$ cat config.mk
export PLATFORM = sky130hd
export DESIGN_NAME = trojan_monitor
export DESIGN_NICKNAME = d
export VERILOG_FILES = /design/src/rtl/trojan_mon_pkg.sv /design/src/rtl/trojan_mon_fifo.sv /design/src/rtl/trojan_monitor.sv
export SDC_FILE = /design/constraint.sdc
export NUM_CORES = 1
export LEC_CHECK = 0
export CORE_MARGIN = 4
export CORE_UTILIZATION = 28
export DETAILED_ROUTE_END_ITERATION = 6
export PLACE_DENSITY = 0.55
export SLEW_MARGIN = 15
export SYNTH_ARGS = -nofsm -noshare
export SYNTH_HDL_FRONTEND = slang
export SYNTH_SLANG_ARGS = --single-unit
$ cat constraint.sdc
create_clock -name CK -period 7.2 [get_ports CK]
set_input_delay 1.08 -clock CK [delete_from_list [all_inputs] [get_ports CK]]
set_output_delay 1.08 -clock CK [all_outputs]
set_load 0.01 [all_outputs]
$ cat src/rtl/trojan_mon_pkg.sv
// Shared types and default sizing for the hardware-trojan trigger monitor.
// The log-entry struct describes the layout that log_data_o carries.
package trojan_mon_pkg;

    localparam int DEF_NNETS     = 8;
    localparam int DEF_CNT_W     = 8;
    localparam int DEF_TS_W      = 16;
    localparam int DEF_LOG_DEPTH = 4;

    typedef enum logic [1:0] {
        ST_IDLE  = 2'd0,
        ST_ARMED = 2'd1,
        ST_ALARM = 2'd2
    } mon_state_t;

    typedef struct packed {
        logic [DEF_TS_W-1:0]  ts;
        logic [DEF_NNETS-1:0] nets;
    } log_entry_t;

endpackage

$ cat src/rtl/trojan_mon_fifo.sv
// Event-log FIFO: registered storage, push/pop handshake, full/empty flags.
// A push while full is accepted only when a pop frees a slot in the same cycle.
module trojan_mon_fifo #(
    parameter int WIDTH = 24,
    parameter int DEPTH = 4
) (
    input  logic             clk_sys,
    input  logic             rst,
    input  logic             push,
    input  logic [WIDTH-1:0] push_data,
    input  logic             pop,
    output logic [WIDTH-1:0] pop_data,
    output logic             full,
    output logic             empty
);
    localparam int AW = $clog2(DEPTH);

    logic [WIDTH-1:0] mem [DEPTH];
    logic [AW-1:0]    wr_ptr;
    logic [AW-1:0]    rd_ptr;
    logic [AW:0]      count;
    logic             do_push;
    logic             do_pop;

    assign empty   = (count == '0);
    assign full    = (count == (AW+1)'(DEPTH));
    assign do_pop  = pop && !empty;
    assign do_push = push && (!full || do_pop);

    // Gated so a freshly reset FIFO never presents stale storage.
    assign pop_data = empty ? '0 : mem[rd_ptr];

    always_ff @(posedge clk_sys or posedge rst) begin
        if (rst) begin
            wr_ptr <= '0;
            rd_ptr <= '0;
            count  <= '0;
        end else begin
            if (do_push) wr_ptr <= wr_ptr + AW'(1);
            if (do_pop)  rd_ptr <= rd_ptr + AW'(1);
            case ({do_push, do_pop})
                2'b10:   count <= count + (AW+1)'(1);
                2'b01:   count <= count - (AW+1)'(1);
                default: count <= count;
            endcase
        end
    end

    always_ff @(posedge clk_sys) begin
        if (do_push) mem[wr_ptr] <= push_data;
    end

endmodule

$ cat src/rtl/trojan_monitor.sv
// Watches candidate trigger nets for a masked pattern, counts hits, raises a
// sticky alarm at a threshold and logs each hit with a timestamp.
//   state    | meaning
//   ST_IDLE  | monitor disabled, nothing counted or logged
//   ST_ARMED | counting and logging hits, below threshold
//   ST_ALARM | threshold reached; still counting and logging
module trojan_monitor
    import trojan_mon_pkg::*;
#(
    parameter int NNETS     = DEF_NNETS,
    parameter int CNT_W     = DEF_CNT_W,
    parameter int TS_W      = DEF_TS_W,
    parameter int LOG_DEPTH = DEF_LOG_DEPTH
) (
    input  logic                  CK,
    input  logic                  RST,
    input  logic [NNETS-1:0]      nets_i,
    input  logic                  cfg_en_i,
    input  logic [NNETS-1:0]      cfg_pattern_i,
    input  logic [NNETS-1:0]      cfg_mask_i,
    input  logic [CNT_W-1:0]      cfg_thresh_i,
    input  logic                  clear_i,
    output logic                  match_o,
    output logic [CNT_W-1:0]      hit_count_o,
    output logic                  alarm_o,
    output logic                  overflow_o,
    output logic                  log_valid_o,
    input  logic                  log_ready_i,
    output logic [TS_W+NNETS-1:0] log_data_o
);
    mon_state_t       state;
    mon_state_t       state_nxt;
    logic [CNT_W-1:0] count;
    logic [CNT_W-1:0] count_nxt;
    logic [CNT_W-1:0] thresh_eff;
    logic [TS_W-1:0]  ts;
    logic             hit;
    logic             active;
    logic             push;
    logic             pop;
    logic             fifo_full;
    logic             fifo_empty;
    logic             drop;

    assign hit        = (|cfg_mask_i) &&
                        ((nets_i & cfg_mask_i) == (cfg_pattern_i & cfg_mask_i));
    assign active     = cfg_en_i && (state != ST_IDLE);
    assign push       = active && hit;
    assign pop        = log_valid_o && log_ready_i;
    assign drop       = push && fifo_full && !pop;
    assign thresh_eff = (cfg_thresh_i == '0) ? CNT_W'(1) : cfg_thresh_i;

    always_comb begin
        count_nxt = count;
        if (clear_i)
            count_nxt = '0;
        else if (push && (count != '1))
            count_nxt = count + CNT_W'(1);
    end

    always_comb begin
        state_nxt = state;
        case (state)
            ST_IDLE:  if (cfg_en_i) state_nxt = ST_ARMED;
            ST_ARMED: if (count_nxt >= thresh_eff) state_nxt = ST_ALARM;
            ST_ALARM: if (clear_i) state_nxt = ST_ARMED;
            default:  state_nxt = ST_IDLE;
        endcase
        if (!cfg_en_i) state_nxt = ST_IDLE;
    end

    always_ff @(posedge CK or posedge RST) begin
        if (RST) begin
            state      <= ST_IDLE;
            count      <= '0;
            match_o    <= 1'b0;
            overflow_o <= 1'b0;
            ts         <= '0;
        end else begin
            state   <= state_nxt;
            count   <= count_nxt;
            match_o <= push;
            if (clear_i)
                overflow_o <= 1'b0;
            else if (drop)
                overflow_o <= 1'b1;
            if (cfg_en_i) ts <= ts + TS_W'(1);
        end
    end

    assign hit_count_o = count;
    assign alarm_o     = (state == ST_ALARM);
    assign log_valid_o = !fifo_empty;

    trojan_mon_fifo #(
        .WIDTH (TS_W + NNETS),
        .DEPTH (LOG_DEPTH)
    ) u_log (
        .clk_sys   (CK),
        .rst       (RST),
        .push      (push),
        .push_data ({ts, nets_i}),
        .pop       (pop),
        .pop_data  (log_data_o),
        .full      (fifo_full),
        .empty     (fifo_empty)
    );

endmodule
==> out/results.tsv <==
metric	value	unit
yosysTopAreaCell	edfxtp_1	
outcome	complete, no violations	
start_util	28.52	%
postRouteAntennaNets	0	
ff_latch_area	3759	sq um
port_buffers	72	
post_cts_resize_count	0	
place_inst	705	
synth_most_common_cell	edfxtp_1	
p_leak	2.741	nW
final_net_count	506	
min_to	ts[15]	
clock_skew	20.79	ps
finalSetupViolations	0	
r2r-start	hit_count_o[0]	
wl_per_cell	16.23	um
power.total	2.460	mW
netlist_area	5771	sq um
rrSetupSlack	4020	ps
synthArstFlopShare	26.72	%
syn_avg_cell_area	15.64	sq um
place_hpwl	7972	um
worstSkewPairLatency	420	ps
syn_nets	421	
place_congestion	0.7576	
hold_ws	545.1	ps
relSlewSlack	38.97	%
power.density	331.5	nW/um^2
max_slew.worst_pin.slew	915.5	ps
drive_gt1_share	15.85	%
clock-sinks	131	
synth_edf_count	96	
place_area	6814	sq um
synth_seq_area_share	65.13	%
rsz0062_at_grt	no	
drt-total-wl	11960	um
clk_path_buf_depth	2	
finalCoreUtilization	36.67	%
peakVddDrop	0.0001845	V
grt_max_degree	36	
maxCapViolCount	0	
firstDrtPassIters	4	
grt_pass1_wl	19040	um
whs_path_depth	1	
crit_path_end_kind	register	
holdBufCountCts	0	
path_class	input pin to register	
path_delay_family	compound AO/OA/AOI/OAI gates	
setup_slack	3141	ps
slew_violations	0	
netlist.area_leader.share	49.96	%
hold_start	ts[15]	
hp-class	register to register	
cp.required	7490	ps
worstReg2RegEnd	state[1]	
die_w	151.6	um
ys_types	48	
drt_iter0_drc	161	
ys.flop_type	edfxtp_1	
hold_viol_final	0	
netlist_instances	369	
ys_ff_latch	131	
die_area	22970	sq um
fin_area	7421	sq um
htree_levels	4	
cts_tree	yes	
r2r.worst_path.cells	13	
cts_root_buffer	clkbuf_16	
cp_max_fo	10	
period_share	56.38	%
slowest_stage	clkdlybuf4s50_1	
timing.fmax	246.4	MHz
synthTopCellsByArea	edfxtp_1 (50%), dfrtp_1 (15%), mux4_2 (9.4%)	
avgViaCountPerCell	4.631	
rows	52	
clk_pin_slew	50	ps
tns	0	ps
antenna_found_initial	0	
fill_cells	1909	
area.growth.synth_to_final	28.60	%
die_h	151.6	um
fin_cells	737	
cp-start-kind	input pin	
cpPeakStageDelay	710	ps
ios	73	
yosys_warnings	0	
antenna_cells	0	
cts-buffers-inserted	17	
worstPathArrival	4350	ps
grtUsageTotal	10.96	%
multi_input_area	1887	sq um
post-route-min-period	4059	ps
grt_overflow	0	
first_global_vias	3643	
vias	3413	
crit_chain	clkdlybuf4s50_1, o21ai_1, a21oi_1, nand4_2, nor3_2, xnor2_1, or2_1, ha_1, nand2b_1, a21o_1, a21o_1, a21oi_1, o21ai_0, a41o_1	
drc	0	
post-cts-setup-buffers	0	
coreArea	20230	sq um
dpl_worst_slack	2718	ps
synth_common_cells	edfxtp_1 (96), dfrtp_1 (35), and2_1 (29), mux4_2 (24), xnor2_1 (16)	
worst-path-buf-inv	1	
[worst max-delay path by stage]
stage | start | end | slack [ps] | depth (start not counted)
final | cfg_en_i | state[1] | 3140 | 14
after global routing | cfg_en_i | state[1] | 2890 | 14
after CTS | u_log.rd_ptr[0] | log_data_o[22] | 3030 | 4
after detailed placement | cfg_en_i | state[1] | 2720 | 14
after global placement | cfg_en_i | state[1] | 2770 | 14
after floorplan | nets_i[4] | state[1] | 3690 | 13
[layer usage]
metal | wire (um) | vias to the layer above | GRT usage [%]
li1 | - | 1568 | -
met1 | 5331 | 1722 | 13.69
met2 | 5828 | 105 | 17.78
met3 | 602 | 18 | 3.629
met4 | 198 | 0 | 4.043
met5 | 0 | - | 0
[cells by family after synthesis]
logic type / Yosys count / synth area share [%]
adders and majority gates: 15 / 3.383
muxes: 29 / 10.28
and+or+nand+nor: 108 / 10.60
DFF: 131 / 65.13
buffers and inverters: 27 / 2.168
AOI/OAI and AO/OA: 29 / 3.881
xor gates and xnor gates: 30 / 4.553
[power by group]
part | total, mW | switching [mW] | internal, mW | leakage, nW
Clock | 0.858 | 0.310 | 0.548 | 0.277
Sequential | 0.971 | 0.0951 | 0.875 | 1.36
Combinational | 0.631 | 0.266 | 0.366 | 1.11
[layout make-up]
type | instances | share of cell area (%)
Multi-Input combinational cell | 211 | 25.43
Clock buffer | 22 | 6.525
Clock inverter | 10 | 1.652
Tap cell | 270 | 4.552
Inverter | 14 | 0.7756
Sequential cell | 131 | 50.65
Timing Repair Buffer | 79 | 10.42
[layout by cell type, fill, tap and decap left out, types with 12 or more instances in the layout]
cell type / count
mux4_2: 24
nand2_1: 15
ha_1: 14
clkbuf_16: 17
xnor2_1: 16
clkdlybuf4s50_1: 72
dfrtp_1: 35
xor2_1: 14
and2_1: 29
edfxtp_1: 96
inv_1: 13
nor2_1: 12
[sequential cells by signal, indices dropped and copies added (netlist names)]
| register | count |
|---|---|
| hit_count_o | 8 |
| match_o | 1 |
| overflow_o | 1 |
| state | 2 |
| ts | 16 |
| u_log.count | 3 |
| u_log.mem | 96 |
| u_log.rd_ptr | 2 |
| u_log.wr_ptr | 2 |
(Power assumes the default switching activity.)
